<file path="config.mk">
export PLATFORM = sky130hd
export DESIGN_NAME = seg7_scan_controller
export DESIGN_NICKNAME = d
export VERILOG_FILES = /design/src/rtl/seg7_pkg.sv /design/src/rtl/bcd_to_seg7.sv /design/src/rtl/seg7_scan_controller.sv
export SDC_FILE = /design/constraint.sdc
export NUM_CORES = 1
export LEC_CHECK = 0
export ABC_AREA = 1
export CORE_UTILIZATION = 50
export CTS_CLUSTER_DIAMETER = 200
export DETAILED_ROUTE_END_ITERATION = 10
export PLACE_DENSITY = 0.76
export SETUP_SLACK_MARGIN = 0.02
export SLEW_MARGIN = 20
export SYNTH_ARGS = -nofsm -noshare
export SYNTH_HDL_FRONTEND = slang
export SYNTH_SLANG_ARGS = --single-unit
</file>
<file path="constraint.sdc">
create_clock -name clk_i -period 4.6 [get_ports clk_i]
set_input_delay 0.92 -clock clk_i [delete_from_list [all_inputs] [get_ports clk_i]]
set_output_delay 0.92 -clock clk_i [all_outputs]
set_load 0.05 [all_outputs]
</file>
<file path="src/rtl/seg7_pkg.sv">
// Shared constants for the 7-segment scan controller: segment glyphs, frame layout, FSM states.
package seg7_pkg;

  // Segment glyphs, bit order {g,f,e,d,c,b,a}, active-high.
  localparam logic [6:0] SEG_0     = 7'h3F;
  localparam logic [6:0] SEG_1     = 7'h06;
  localparam logic [6:0] SEG_2     = 7'h5B;
  localparam logic [6:0] SEG_3     = 7'h4F;
  localparam logic [6:0] SEG_4     = 7'h66;
  localparam logic [6:0] SEG_5     = 7'h6D;
  localparam logic [6:0] SEG_6     = 7'h7D;
  localparam logic [6:0] SEG_7     = 7'h07;
  localparam logic [6:0] SEG_8     = 7'h7F;
  localparam logic [6:0] SEG_9     = 7'h6F;
  localparam logic [6:0] SEG_A     = 7'h77;
  localparam logic [6:0] SEG_B     = 7'h7C;
  localparam logic [6:0] SEG_C     = 7'h39;
  localparam logic [6:0] SEG_D     = 7'h5E;
  localparam logic [6:0] SEG_E     = 7'h79;
  localparam logic [6:0] SEG_F     = 7'h71;
  localparam logic [6:0] SEG_BLANK = 7'h00;

  localparam int unsigned SEG_MSB = 15;
  localparam int unsigned SEG_LSB = 8;
  localparam int unsigned DIG_MSB = 7;
  localparam int unsigned DIG_LSB = 0;

  typedef enum logic [1:0] {
    StWait  = 2'd0,
    StBuild = 2'd1,
    StFire  = 2'd2
  } state_e;

endpackage

</file>
<file path="src/rtl/bcd_to_seg7.sv">
// Combinational digit decoder: 4-bit code plus decimal point to an active-high segment byte.
module bcd_to_seg7
  import seg7_pkg::*;
(
  input  logic [3:0] code_i,
  input  logic       dp_i,
  input  logic       hex_en_i,
  output logic [7:0] seg_o
);

  logic [6:0] glyph;

  always_comb begin
    glyph = SEG_BLANK;
    unique case (code_i)
      4'h0: glyph = SEG_0;
      4'h1: glyph = SEG_1;
      4'h2: glyph = SEG_2;
      4'h3: glyph = SEG_3;
      4'h4: glyph = SEG_4;
      4'h5: glyph = SEG_5;
      4'h6: glyph = SEG_6;
      4'h7: glyph = SEG_7;
      4'h8: glyph = SEG_8;
      4'h9: glyph = SEG_9;
      4'hA: glyph = hex_en_i ? SEG_A : SEG_BLANK;
      4'hB: glyph = hex_en_i ? SEG_B : SEG_BLANK;
      4'hC: glyph = hex_en_i ? SEG_C : SEG_BLANK;
      4'hD: glyph = hex_en_i ? SEG_D : SEG_BLANK;
      4'hE: glyph = hex_en_i ? SEG_E : SEG_BLANK;
      4'hF: glyph = hex_en_i ? SEG_F : SEG_BLANK;
      default: glyph = SEG_BLANK;
    endcase
  end

  assign seg_o = {dp_i, glyph};

endmodule

</file>
<file path="src/rtl/seg7_scan_controller.sv">
// Multiplexed 7-segment refresh controller: builds one segment/digit-select frame per slot
// and pulses trigger_o so the downstream 74HC595 shifter serialises it.
module seg7_scan_controller
  import seg7_pkg::*;
#(
  parameter int unsigned NUM_DIGITS     = 4,
  parameter int unsigned FRAME_BITS     = 16,
  parameter int unsigned REFRESH_DIV    = 4096,
  parameter bit          HEX_EN         = 1'b0,
  parameter bit          SEG_ACTIVE_LOW = 1'b0,
  parameter bit          DIG_ACTIVE_LOW = 1'b0
) (
  input  logic                    clk_i,
  input  logic                    rst_i,
  input  logic [NUM_DIGITS*4-1:0] digits_i,
  input  logic [NUM_DIGITS-1:0]   dp_i,
  input  logic                    blank_i,
  output logic [FRAME_BITS-1:0]   data_o,
  output logic                    trigger_o,
  output logic [2:0]              digit_idx_o
);

  localparam int unsigned PRESC_W = (REFRESH_DIV > 1) ? $clog2(REFRESH_DIV) : 1;
  localparam logic [2:0]  LAST_IDX = 3'(NUM_DIGITS - 1);
  localparam logic [7:0]  SEG_OFF  = SEG_ACTIVE_LOW ? 8'hFF : 8'h00;
  localparam logic [7:0]  DIG_OFF  = DIG_ACTIVE_LOW ? 8'hFF : 8'h00;

  if (FRAME_BITS != 16) begin : g_bad_frame
    $error("seg7_scan_controller: FRAME_BITS must be 16");
  end
  if (NUM_DIGITS < 1 || NUM_DIGITS > 8) begin : g_bad_digits
    $error("seg7_scan_controller: NUM_DIGITS must be 1..8");
  end
  if (REFRESH_DIV < 2 * FRAME_BITS + 4) begin : g_bad_div
    $error("seg7_scan_controller: REFRESH_DIV too small for the shifter");
  end

  logic [PRESC_W-1:0]      presc_q, presc_d;
  logic                    tick;
  state_e                  state_q, state_d;
  logic                    build_en, fire;
  logic [2:0]              idx_q, idx_d;
  logic [NUM_DIGITS*4-1:0] digits_q, digits_sel;
  logic [NUM_DIGITS-1:0]   dp_q, dp_sel;
  logic                    snap_load;
  logic [3:0]              cur_code;
  logic                    cur_dp;
  logic [7:0]              seg_raw, seg_byte, dig_byte;
  logic [FRAME_BITS-1:0]   frame_q, frame_d, frame_rst;

  // Prescaler
  assign tick    = (presc_q == PRESC_W'(REFRESH_DIV - 1));
  assign presc_d = tick ? '0 : presc_q + 1'b1;

  always_ff @(posedge clk_i) begin
    if (rst_i) begin
      presc_q <= '0;
    end else begin
      presc_q <= presc_d;
    end
  end

  // FSM: state register
  always_ff @(posedge clk_i) begin
    if (rst_i) begin
      state_q <= StWait;
    end else begin
      state_q <= state_d;
    end
  end

  // FSM: next state
  always_comb begin
    state_d = state_q;
    unique case (state_q)
      StWait:  if (tick) state_d = StBuild;
      StBuild: state_d = StFire;
      StFire:  state_d = StWait;
      default: state_d = StWait;
    endcase
  end

  // FSM: outputs; trigger is masked by reset so a reset cycle never fires.
  always_comb begin
    build_en  = (state_q == StBuild);
    fire      = (state_q == StFire);
    trigger_o = fire & ~rst_i;
  end

  // Digit index
  always_comb begin
    idx_d = idx_q;
    if (fire) begin
      idx_d = (idx_q == LAST_IDX) ? 3'd0 : idx_q + 3'd1;
    end
  end

  always_ff @(posedge clk_i) begin
    if (rst_i) begin
      idx_q <= 3'd0;
    end else begin
      idx_q <= idx_d;
    end
  end

  assign digit_idx_o = idx_q;

  // Snapshot once per scan; the idx-0 decode reads the live inputs captured this same cycle.
  assign snap_load  = build_en && (idx_q == 3'd0);
  assign digits_sel = snap_load ? digits_i : digits_q;
  assign dp_sel     = snap_load ? dp_i : dp_q;

  always_ff @(posedge clk_i) begin
    if (rst_i) begin
      digits_q <= '0;
      dp_q     <= '0;
    end else if (snap_load) begin
      digits_q <= digits_i;
      dp_q     <= dp_i;
    end
  end

  always_comb begin
    cur_code = 4'h0;
    cur_dp   = 1'b0;
    for (int unsigned k = 0; k < NUM_DIGITS; k++) begin
      if (idx_q == 3'(k)) begin
        cur_code = digits_sel[4*k +: 4];
        cur_dp   = dp_sel[k];
      end
    end
  end

  bcd_to_seg7 u_decode (
    .code_i   (cur_code),
    .dp_i     (cur_dp),
    .hex_en_i (HEX_EN),
    .seg_o    (seg_raw)
  );

  // Frame assembly; polarity applied after decode and blanking.
  always_comb begin
    seg_byte = blank_i ? 8'h00 : seg_raw;
    dig_byte = blank_i ? 8'h00 : (8'h01 << idx_q);
    frame_d  = '0;
    frame_d[SEG_MSB:SEG_LSB] = seg_byte ^ {8{SEG_ACTIVE_LOW}};
    frame_d[DIG_MSB:DIG_LSB] = dig_byte ^ {8{DIG_ACTIVE_LOW}};
    frame_rst = '0;
    frame_rst[SEG_MSB:SEG_LSB] = SEG_OFF;
    frame_rst[DIG_MSB:DIG_LSB] = DIG_OFF;
  end

  always_ff @(posedge clk_i) begin
    if (rst_i) begin
      frame_q <= frame_rst;
    end else if (build_en) begin
      frame_q <= frame_d;
    end
  end

  assign data_o = frame_q;

endmodule

</file>
[Word level (Yosys, flattened, before mapping)]
Cells that the tools add are included.
Storage, ports and cells
  flip-flop bits (word level): 53
  input port bits: 23
  output and inout bits: 20
  logic and storage cells: 55
Operators by class
  add/subtract/negate cells: 2
  eq/ne operators: 22
  shift-type cells: 1
  mux-type cells: 16
  bitwise logic cells: 2
  reduce and logical (&&, ||, !) cells: 6
Operators with widths (count)
  $pmux W7 S11: 1
  $eq A4 B4 Y1 const B: 8
  $mux W4: 5
  $eq A4 B3 Y1 const B: 4
  $mux W16: 1
  $mux W8: 2
  $add A12 B1 Y12 const B: 1
  $eq A12 B12 Y1 const B: 1
  $eq A4 B2 Y1 const B: 2
  $shl A1 B3 Y8 const A: 1
  $eq A3 B2 Y1 const B: 2
  $reduce_or A6 Y1: 1
  $eq A4 B1 Y1 const B: 1
  $logic_not A4 Y1: 1
  $mux W1: 4
  $pmux W2 S2: 1
  $add A3 B1 Y3 const B: 1
  $eq A3 B1 Y1 const B: 1
  $logic_not A3 Y1: 1
  $mux W3: 1
  $eq A2 B1 Y1 const B: 1
  $eq A2 B2 Y1 const B: 1
  $logic_not A2 Y1: 1
  $mux W2: 1
  other kinds (5): 5

[Depth between registers and ports, before layout]
Gate-level depths: netlist of the first run.
  depth in word-level cells: 11
  mapped depth: 19

[Cells and area by module]
A second synthesis of the first run with hierarchy kept.
Unflattened totals
  cell total of the unflattened synthesis: 390
  area total of the unflattened synthesis: 2625.0 µm²
Modules (own cells, without submodules)
  seg7_scan_controller: times used 1, cells an instance 335, area each 2387.3 µm², seq. area each 1061.0 µm²
  bcd_to_seg7: times used 1, cells an instance 55, area each 237.7 µm², seq. area each 0.0 µm²

[Worst setup path before layout of the first run]
No wires, ideal clock.
  path kind: input to output
  start point: input port rst_i
  end point: output port trigger_o
  arrival time: 1940 ps
  setup slack: 1740 ps
  cell stages on the path: 3
  buffers on the path: 2
  cell sequence: clkbuf_1 > clkbuf_1 > nor2_1
On the way
  longest elaborated chain between the ends: 2
Ends and longest elaborated chain
  start: declaration: RTL line seg7_scan_controller.sv:14  | input logic rst_i,
  $not A1 Y1: RTL line seg7_scan_controller.sv:87  | trigger_o = fire & ~rst_i;
  $and A1 B1 Y1: RTL line seg7_scan_controller.sv:87
  end: declaration: RTL line seg7_scan_controller.sv:19  | output logic trigger_o,
No other way between the ends.

[Worst setup path after layout of the first run]
Ends and elaborated chain as after synthesis.

==> results of run 1 <==
[kinds of logic (layout without fill, tap and decap cells)]
| family | after synthesis | count (layout) | share of synthesized area (%) |
|---|---|---|---|
| muxes | 3 | 3 | 1.17 |
| and+or+nand+nor | 189 | 189 | 33.3 |
| xor gates and xnor gates | 3 | 3 | 1.02 |
| DFF | 53 | 53 | 41.3 |
| buffers and inverters | 57 | 96 | 9.36 |
| AOI/OAI and AO/OA | 48 | 48 | 11.4 |
| adders and majority gates | 5 | 5 | 2.44 |
[final cells by class]
class	count	area [um^2]	area share, %
clock buffer	6	82.6	2.64
sequential	53	1060	33.9
timing repair buffer	43	428	13.7
inverter	45	169	5.40
clock inverter	2	37.5	1.20
tap	67	83.8	2.68
multi-input combinational	248	1270	40.5
[report_power, final]
group	switching (mW)	internal (mW)	total, mW
clock	0.148	0.177	0.324
sequential	0.00139	0.461	0.462
combinational	0.0134	0.0198	0.0332
[layer usage]
metal / wire length (um) / vias to the layer above
li1: - / 1204
met1: 2480 / 1030
met2: 2520 / 43
met3: 192 / 5
met4: 70 / 0
met5: 0 / -
[metrics by stage]
stage                     worst slack, ns  hold WS [ns]  total power [mW]  cells
after floorplan                      1.74         0.418             0.484    358
after global placement               1.43         0.427             0.505    456
after detailed placement             1.43         0.443             0.506    456
after CTS                            1.42         0.460             0.832    464
after global routing                 1.40         0.486             0.855    464
final                                1.43         0.458             0.820    464
[registers in the layout, summed over array words and instances, names as in the netlist]
name and flops:
state_q 2, dp_q 4, digits_q 16, presc_q 12, digit_idx_o 3, data_o 16
[cell usage in the layout, fill, tap and decap left out, types with 3 or more instances in the layout]
| cell | Yosys | final |
|---|---|---|
| sky130_fd_sc_hd__clkdlybuf4s50_1 | 0 | 42 |
| sky130_fd_sc_hd__o21ai_1 | 3 | 3 |
| sky130_fd_sc_hd__nand3_2 | 3 | 3 |
| sky130_fd_sc_hd__nand3b_1 | 3 | 3 |
| sky130_fd_sc_hd__nand3_1 | 21 | 21 |
| sky130_fd_sc_hd__dfxtp_1 | 53 | 53 |
| sky130_fd_sc_hd__inv_2 | 7 | 7 |
| sky130_fd_sc_hd__inv_1 | 38 | 38 |
| sky130_fd_sc_hd__nor3_1 | 3 | 3 |
| sky130_fd_sc_hd__clkbuf_8 | 0 | 6 |
| sky130_fd_sc_hd__xor2_1 | 3 | 3 |
| sky130_fd_sc_hd__nor2_1 | 50 | 50 |
| sky130_fd_sc_hd__mux2i_1 | 3 | 3 |
| sky130_fd_sc_hd__ha_1 | 5 | 5 |
| sky130_fd_sc_hd__or2_2 | 3 | 3 |
| sky130_fd_sc_hd__a21oi_1 | 25 | 25 |
| sky130_fd_sc_hd__a21oi_2 | 3 | 3 |
| sky130_fd_sc_hd__nand2_1 | 84 | 84 |
| sky130_fd_sc_hd__o21ai_0 | 4 | 4 |
| sky130_fd_sc_hd__or2_1 | 3 | 3 |
| sky130_fd_sc_hd__nand2_2 | 11 | 11 |
| sky130_fd_sc_hd__o211ai_1 | 3 | 3 |
[final timing paths]
kind / startpoint / end / slack, ns
hold / removal: presc_q[0]$_SDFF_PP0_ / presc_q[0]$_SDFF_PP0_ / 0.46
hold reg to reg: presc_q[0]$_SDFF_PP0_ / presc_q[0]$_SDFF_PP0_ / 0.46
setup reg to reg: digit_idx_o[0]$_SDFFE_PP0N_ / data_o[11]$_SDFFE_PP0N_ / 2.14
setup / recovery: rst_i / trigger_o / 1.43
==> results by group, run 1 <==
Synth
  • Cell count after synthesis: 358
  • Sequential-to-total area share from yosys stat: 41.3%
  • Top cells by area, synth: sky130_fd_sc_hd__dfxtp_1 (41%), sky130_fd_sc_hd__nand2_1 (12%), sky130_fd_sc_hd__nor2_1 (7.3%)
  • Top cells by instance count after synthesis: sky130_fd_sc_hd__nand2_1 (84), sky130_fd_sc_hd__dfxtp_1 (53), sky130_fd_sc_hd__nor2_1 (50)
  • Syn Nets: 386
  • Post-synth top area share: 41.3%
  • Yosys warns: 0
  • Synth Flop Type: sky130_fd_sc_hd__dfxtp_1
  • Count of unique library cells instantiated by Yosys: 36
  • Number of register bits inferred by synthesis: 53
  • Proportion of register bits with asynchronous set or reset after synthesis: 0%
  • Mean Syn Cell Area: 7.17 um^2
  • Number of flops mapped to enable cells by yosys: 0
  • Most repeated cell in the gate-level netlist after synthesis: sky130_fd_sc_hd__nand2_1
  • Post-synthesis cell type with the largest combined area: sky130_fd_sc_hd__dfxtp_1
  • Synthesized cell area: 2570 um^2

Run status
  • Run status: complete, no violations

Critical path
  • Type of element capturing the critical path: primary output
  • Cells along the critical path: clkdlybuf4s50_1, nor2_1, clkdlybuf4s50_1
  • Worst path slowest cell: sky130_fd_sc_hd__clkdlybuf4s50_1
  • Maximum fanout along the worst path: 2
  • Worst path max stage delay: 0.81 ns
  • Kind of critical path: input pin to primary output
  • CP delay by family, top: buffers and inverters
  • CP Data Arrival Time: 2.25 ns
  • Worst Setup Start Kind: input pin
  • Worst path required time: 3.68 ns
  • Instance count on the critical path: 3
  • Number of cell instances on the worst register-to-register path: 16
  • Dominant cell type by count on the critical path: sky130_fd_sc_hd__clkdlybuf4s50_1
  • Total buffers and inverters traversed by the critical path: 2

Die
  • Effective utilization at floorplan: 53.3%
  • Overall die height: 73.7 um
  • I/O pin count: 43
  • Die Wd: 73.7 um
  • Cell Rows: 25
  • Standard cell core area: 4820 um^2
  • Die ar.: 5430 um^2

Global route
  • Grt peak-use layer: met2
  • Global-route wire length before repair: 8.78 mm
  • Global-route met3 utilization: 4.66%
  • Via count of the first global-routing pass: 2070
  • Met1 Track Usage GR: 25.3%
  • Overflow left after global routing: 0
  • All-Layer GR Usage: 21.4%
  • Met2 track demand over resource in global routing: 37.6%
  • Largest net degree at the start of global routing: 43
  • Antenna violations before repair: 0

Timing
  • Count of final max-slew check failures: 0
  • Max frequency: 315 MHz
  • Final critical delay including setup and external delays: 3.17 ns
  • Max-slew headroom at the worst pin: 51.0%
  • Slew at the pin closest to its max-slew limit: 0.732 ns
  • Setup repair after global routing missed its margin: false
  • Share of the clock period used by the worst path after layout: 69.0%
  • Final total negative setup slack: 0 ns
  • Number of hold violations in the final report: 0
  • Final setup violating endpoints: 0
  • Post-route clock skew: 0.00411 ns

Clocking
  • Resized Gates After CTS: 0
  • Number of setup buffers added after CTS: 0
  • Clock transition at the register clock pins on the worst setup and hold paths after CTS: 0.09 ns
  • Clock tree from TritonCTS: done
  • Number of buffers added by the clock tree synthesis step: 5
  • CTS sink count: 53
  • Number of buffers added to fix hold violations after cts: 0
  • Maximum level of the CTS H-tree: 2
  • Clock network latency to the later pin of the worst-skew pair: 0.30 ns
  • Cell at the root of the clock tree: sky130_fd_sc_hd__clkbuf_8
  • Clock Tree Buf Depth: 2

Place
  • Post-DP HPWL: 3.76 mm
  • Placer Congestion: 0.822
  • Placed Instance Area: 3010 um^2
  • Number of port buffers: 42

Layout
  • Share of layout cells above drive strength 1: 11.1%
  • Total number of nets in the final design: 424
  • Final-layout fill cell count: 465
  • Post-Layout Inst Area: 3130 um^2
  • Post-synthesis to final-layout area growth: 21.8%
  • Utilization of the core after routing: 64.9%
  • Antenna diode instance count: 0

Pwr
  • Leakage dissipation: 1.29 nW
  • Pwr/cell area: 262 nW/um^2
  • Worst vdd rail ir drop: 0.177 mV

Route
  • Number of DRC violations after detailed routing: 0
  • Via-to-Cell Ratio: 4.92
  • DRT iter0 DRCs: 94
  • Final routed wirelength across all metal layers: 5.26 mm
  • Post-DRT Antenna Nets: 0
  • First-pass iteration count of the detailed router: 4
  • Post-detailed-route wirelength per cell: 11.3 um
  • Vias: 2282

Flow run
  • Number of violations of the max-capacitance limit: 0

Min path
  • Cell count of the worst hold path: 1
  • Path type of the worst min-delay path: flip-flop to flip-flop
No activity file was read; power rests on OpenSTA's default activity.
==> run 2, diff against run 1 <==
Clock period 4.6 ns to 3.1 ns, I/O delays scaled along.
==> run 2 against run 1 <==
Net effect:
- first-iteration DRC count increased by 38%
- sequential share of layout area is 0.42 points lower
- clock skew about the same
- final cell count is 0.43% higher
- non-clock buffer count up 2
- register-to-register slack got worse by 1.5 ns
- flip-flop and latch count unchanged
- combinational power up 49%
- worst setup slack got worse by 0.80 ns
- critical path type is now flip-flop to flip-flop
- critical endpoint is now data_o[8]$_SDFFE_PP0N_
- largest power group unchanged
==> results by group, run 2 (same netlist as run 1, synthesis figures left out) <==
Clocking
  • Clock network latency to the later pin of the worst-skew pair: 0.31 ns
  • CTS sink count: 53
  • Clock Tree Buf Depth: 2
  • Cell at the root of the clock tree: sky130_fd_sc_hd__clkbuf_8
  • Clock tree from TritonCTS: done
  • Resized Gates After CTS: 0
  • Number of buffers added to fix hold violations after cts: 0
  • Clock transition at the register clock pins on the worst setup and hold paths after CTS: 0.10 ns
  • Maximum level of the CTS H-tree: 2
  • Number of setup buffers added after CTS: 0
  • Number of buffers added by the clock tree synthesis step: 5

Layout
  • Antenna diode instance count: 0
  • Final-layout fill cell count: 469
  • Register area: 1060 um^2
  • Area of the multi-input gates: 1270 um^2
  • Most common cell after layout, fill and taps aside: sky130_fd_sc_hd__nand2_1
  • Post-Layout Inst Area: 3170 um^2
  • Post-synthesis to final-layout area growth: 23.3%
  • Share of layout cells above drive strength 1: 11.8%
  • Commonest non-fill, non-tap cells in the layout: sky130_fd_sc_hd__nand2_1 (84), sky130_fd_sc_hd__dfxtp_1 (53), sky130_fd_sc_hd__nor2_1 (50)
  • Total number of nets in the final design: 426

Timing
  • Number of hold violations in the final report: 0
  • Final setup violating endpoints: 0
  • Final critical delay including setup and external delays: 2.47 ns
  • Post-route clock skew: 0.00380 ns
  • Final setup margin: 0.627 ns
  • Share of the clock period used by the worst path after layout: 79.8%
  • Count of final max-slew check failures: 0
  • Max-slew headroom at the worst pin: 63.5%
  • Setup repair after global routing missed its margin: false
  • Final total negative setup slack: 0 ns
  • Post-route worst hold slack: 0.457 ns
  • Max frequency: 404 MHz
  • Slew at the pin closest to its max-slew limit: 0.545 ns

Critical path
  • Kind of critical path: flip-flop to flip-flop
  • Maximum fanout along the worst path: 23
  • Worst path required time: 3.35 ns
  • CP Data Arrival Time: 2.72 ns
  • Type of element capturing the critical path: flip-flop
  • Worst Setup Start Kind: flip-flop

Pwr
  • Power share of the clock group: 43.1%
  • Tot Pwr: 1.29 mW
  • Pwr/cell area: 408 nW/um^2
  • Leakage dissipation: 1.31 nW
  • P_sw: 0.258 mW
  • Worst vdd rail ir drop: 0.270 mV
  • Combinational share of power: 3.8%
  • Share of total power in sequential cells: 53.1%
  • Net switching fraction of the power: 20.0%
  • Internal power: 1.03 mW

Route
  • Post-DRT Antenna Nets: 0
  • First-pass iteration count of the detailed router: 4
  • Via-to-Cell Ratio: 4.93
  • Vias: 2296
  • Final routed wirelength across all metal layers: 5.62 mm
  • DRT iter0 DRCs: 130
  • Post-detailed-route wirelength per cell: 12.1 um
  • Number of DRC violations after detailed routing: 0

Global route
  • Largest net degree at the start of global routing: 43
  • Global-route wire length before repair: 9.18 mm
  • Via count of the first global-routing pass: 2065
  • All-Layer GR Usage: 22.0%
  • Overflow left after global routing: 0
  • Antenna violations before repair: 0

Run status
  • Run status: complete, no violations

Die
  • Overall die height: 73.7 um
  • Die ar.: 5430 um^2
  • Standard cell core area: 4820 um^2
  • Cell Rows: 25
  • Die Wd: 73.7 um
  • Effective utilization at floorplan: 53.3%
  • I/O pin count: 43

Place
  • Post-DP HPWL: 3.94 mm
  • Number of port buffers: 42
  • Placed Instance Area: 3030 um^2
  • Setup Slack @ Placement: 0.705 ns
  • Placer Congestion: 0.842

Min path
  • Path type of the worst min-delay path: flip-flop to flip-flop

Flow run
  • Number of violations of the max-capacitance limit: 0
[run 2: changes by cell type in the layout (fill, tap and decap cells not counted), sizes merged]
cell / before / now
bufinv: 1 / 2
clkinvlp: 1 / 0
clkdlybuf4s50: 42 / 41
clkinv: 0 / 1
clkbuf: 6 / 5
buf: 1 / 4
[run 2: power by group through the flow]
| stage | logic, mW | registers, mW | clock network, mW |
|---|---|---|---|
| after global routing | 0.0532 | 0.686 | 0.590 |
| after floorplan | 0.0171 | 0.701 | 0 |
| final | 0.0494 | 0.685 | 0.557 |
| after CTS | 0.0498 | 0.686 | 0.560 |
| after detailed placement | 0.0494 | 0.701 | 0 |
| after global placement | 0.0497 | 0.701 | 0 |
[run 2: final timing paths]
kind | start | to | slack [ns] | depth (start not counted)
max reg2reg | digit_idx_o[0]$_SDFFE_PP0N_ | data_o[8]$_SDFFE_PP0N_ | 0.63 | 14
max | digit_idx_o[0]$_SDFFE_PP0N_ | data_o[8]$_SDFFE_PP0N_ | 0.63 | 14
min | presc_q[0]$_SDFF_PP0_ | presc_q[0]$_SDFF_PP0_ | 0.46 | 1
min reg2reg | presc_q[0]$_SDFF_PP0_ | presc_q[0]$_SDFF_PP0_ | 0.46 | 1
[run 2: critical path, stage by stage, from the launching register on]
cell                       delay (ns)
sky130_fd_sc_hd__dfxtp_1         0.37
sky130_fd_sc_hd__inv_1           0.10
sky130_fd_sc_hd__ha_1            0.19
sky130_fd_sc_hd__inv_1           0.08
sky130_fd_sc_hd__nor2_4          0.19
sky130_fd_sc_hd__nand2_4         0.22
sky130_fd_sc_hd__or2_1           0.28
sky130_fd_sc_hd__o21ai_2         0.09
sky130_fd_sc_hd__nor2_1          0.07
sky130_fd_sc_hd__a21oi_2         0.19
sky130_fd_sc_hd__nand2_2         0.12
sky130_fd_sc_hd__o21bai_1        0.20
sky130_fd_sc_hd__nand2_1         0.10
sky130_fd_sc_hd__nand2_2         0.07
sky130_fd_sc_hd__a21oi_2         0.12
[run 2: metrics by stage]
step | cells | utilization, %
after global routing | 466 | 65.7
after CTS | 466 | 65.7
after detailed placement | 458 | 63.0
after global placement | 458 | 63.0
final | 466 | 65.7
after floorplan | 358 | -
[run 2: cell type report]
cell class                      count  area share [%]
Clock buffer                        5            2.17
Clock inverter                      3            2.05
Inverter                           45            5.33
Multi-Input combinational cell    248            40.0
Sequential cell                    53            33.5
Tap cell                           67            2.65
Timing Repair Buffer               45            14.3
[run 2: routing by layer]
metal  up-vias  routed length (um)  GRT usage, %
met3         8                 216          5.08
met2        43                2600          36.1
li1       1202                   -             -
met4         0                  84          7.69
met1      1043                2720          28.2
met5         -                   0             0
==> RTL edit (config.mk and constraints of run 2) <==
`SEG_ACTIVE_LOW`: 1'b0 -> 1'b1.
--- a/src/rtl/seg7_scan_controller.sv
+++ b/src/rtl/seg7_scan_controller.sv
@@ -9,3 +9,3 @@
   parameter bit          HEX_EN         = 1'b0,
-  parameter bit          SEG_ACTIVE_LOW = 1'b0,
+  parameter bit          SEG_ACTIVE_LOW = 1'b1,
   parameter bit          DIG_ACTIVE_LOW = 1'b0
Behaviour: not the same (a bounded check fails within 4 cycles, from zero or initial values and one cycle with rst_i high).
==> RTL edit against run 2 <==
- worst setup slack improved by 0.020 ns
- cell area is 0.75% lower
- sequential cell count is the same
- core utilization is 1.3 points lower
- via count grew 1.1%
- area after synthesis increased by 1.5%
- sequential share of layout area is 0.25 points higher
- cell count is 3.4% higher
- highest routed layer unchanged
- maximum frequency increased by 0.82%
- synthesized cell count increased by 4.7%
- clock skew increased by 0.0043 ns
- routed wire length shrank 3.3%
- die area is 1.4% higher
- total power fell by 14%
==> RTL edit: results (changes against run 2) <==
run status -> finished, final reports clean
first drt pass iteration count -> 4 (unchanged)
clock latency on the worst-skew pair -> 0.30 ns
DRT iter0 DRCs -> 147 (+13%)
number of global-route vias before repair -> 2,091 (+1.3%)
Async SR Flop Fraction -> 0% (unchanged)
Final Routed Wirelength -> 5430 um (-3.3%)
R2R Setup Slk -> 0.65 ns (+0.02 ns)
layout cell share with drive strength beyond 1 -> 8.43% (-3.3 points)
Via density -> 4.82 (-2.3%)
gpl congestion -> 0.965 (+15%)
gr usage total -> 21.4% (-0.54 points)
synth cell count leaders -> 104 x nand2_1, 53 x dfxtp_1, 47 x nor2_1
Crit path arrival time -> 2.65 ns (-0.07 ns)
Setup Skew -> 0.00811 ns (+0.00430 ns)
sequential area share after synthesis -> 40.7% (-0.60 points)
Antenna diodes -> 0 (unchanged)
CP endpoint -> data_o[14]
Final nets -> 442 (+3.8%)
delay-heaviest family, CP -> simple AND/OR/NAND/NOR gates
Port Buffers -> 42 (unchanged)
placed wire-length estimate -> 3960 um (+0.57%)
Area contributors post-synth -> dfxtp_1 41%, nand2_1 15%, nor2_1 6.8%
Top FF cell, synth -> dfxtp_1
unique cell type count in the Yosys netlist -> 34 (-5.6%)
Max VDD drop -> 0.000251 V (-7.2%)
largest net degree at the start of global routing -> 24 (-44%)
Lkg Pwr -> 1.36 nW (+3.4%)
Slew HR -> 65.1% (+1.6 points)
first-pass GRT wire length -> 9050 um (-1.4%)
net count of the mapped netlist -> 403 (+4.4%)
Worst path max stage delay -> 0.43 ns (+0.06 ns)
-- RTL edit: cell count changes in the layout (fill, tap and decap cells not counted), sizes merged, moves of 2 or more --
cell | run 2 | this run
o22ai | 0 | 2
bufinv | 2 | 0
a21oi | 28 | 26
o211ai | 4 | 1
nand2 | 97 | 116
nor2 | 53 | 51
o21ai | 9 | 11
-- RTL edit: layout make-up --
cell class                 instances  area, um2
timing repair buffer              44        445
multi-input combinational        264       1300
clock inverter                     2       10.0
tap                               67       83.8
inverter                          46        173
sequential                        53       1060
clock buffer                       6       72.6
fill                             453       1740
-- RTL edit: where the power goes --
group	leakage, nW	internal, mW	switching (mW)	total (mW)
Sequential	0.428	0.683	0.00208	0.685
Clock	0.0450	0.157	0.219	0.376
Combinational	0.884	0.0308	0.0219	0.0527
-- RTL edit: per-layer routing --
metal / routed length [um] / part of all wire (%) / track usage, % / vias to the layer above
met5: 0 / 0 / 0 / -
met4: 80 / 1.5 / 6.62 / 0
met3: 259 / 4.8 / 5.69 / 8
met2: 2320 / 43 / 34.7 / 44
met1: 2770 / 51 / 27.9 / 1024
li1: - / - / - / 1245
-- RTL edit: stage by stage --
| step | util (%) | hold WS (ns) | area, um2 | cells | worst slack, ns |
|---|---|---|---|---|---|
| 2_1_floorplan | - | 0.418 | 2610 | 375 | 0.665 |
| 3_3_place_gp | 62.7 | 0.430 | 3060 | 474 | 0.781 |
| 3_5_place_dp | 62.7 | 0.448 | 3060 | 474 | 0.693 |
| 4_1_cts | 64.4 | 0.468 | 3140 | 482 | 0.665 |
| 5_1_grt | 64.4 | 0.494 | 3140 | 482 | 0.377 |
| 6_report | 64.4 | 0.464 | 3140 | 482 | 0.647 |
-- RTL edit: how the worst min path moves through the flow --
stage | startpoint | endpoint | cells past startpoint
finish | presc_q[0] | presc_q[0] | 1
global route | presc_q[0] | presc_q[0] | 1
CTS | presc_q[0] | presc_q[0] | 1
detailed placement | presc_q[0] | presc_q[0] | 1
global placement | presc_q[0] | presc_q[0] | 1
floorplan | presc_q[0] | presc_q[0] | 1
-- RTL edit: kinds of logic after synthesis --
family          after synthesis  synth area share, %
simple gates                209                 35.7
buf+inv                      58                 9.46
flops                        53                 40.7
compound gates               43                 9.17
fa+ha+maj                     5                 2.40
mux                           4                 1.54
xor+xnor                      3                 1.01
-- RTL edit: worst reg2reg max path: cells and delay by family, from the launching register on --
kind            cells  cell delay (ns)
buf+inv             3             0.26
simple gates       13             1.31
fa+ha+maj           1             0.23
flops               1             0.43
compound gates      1             0.11
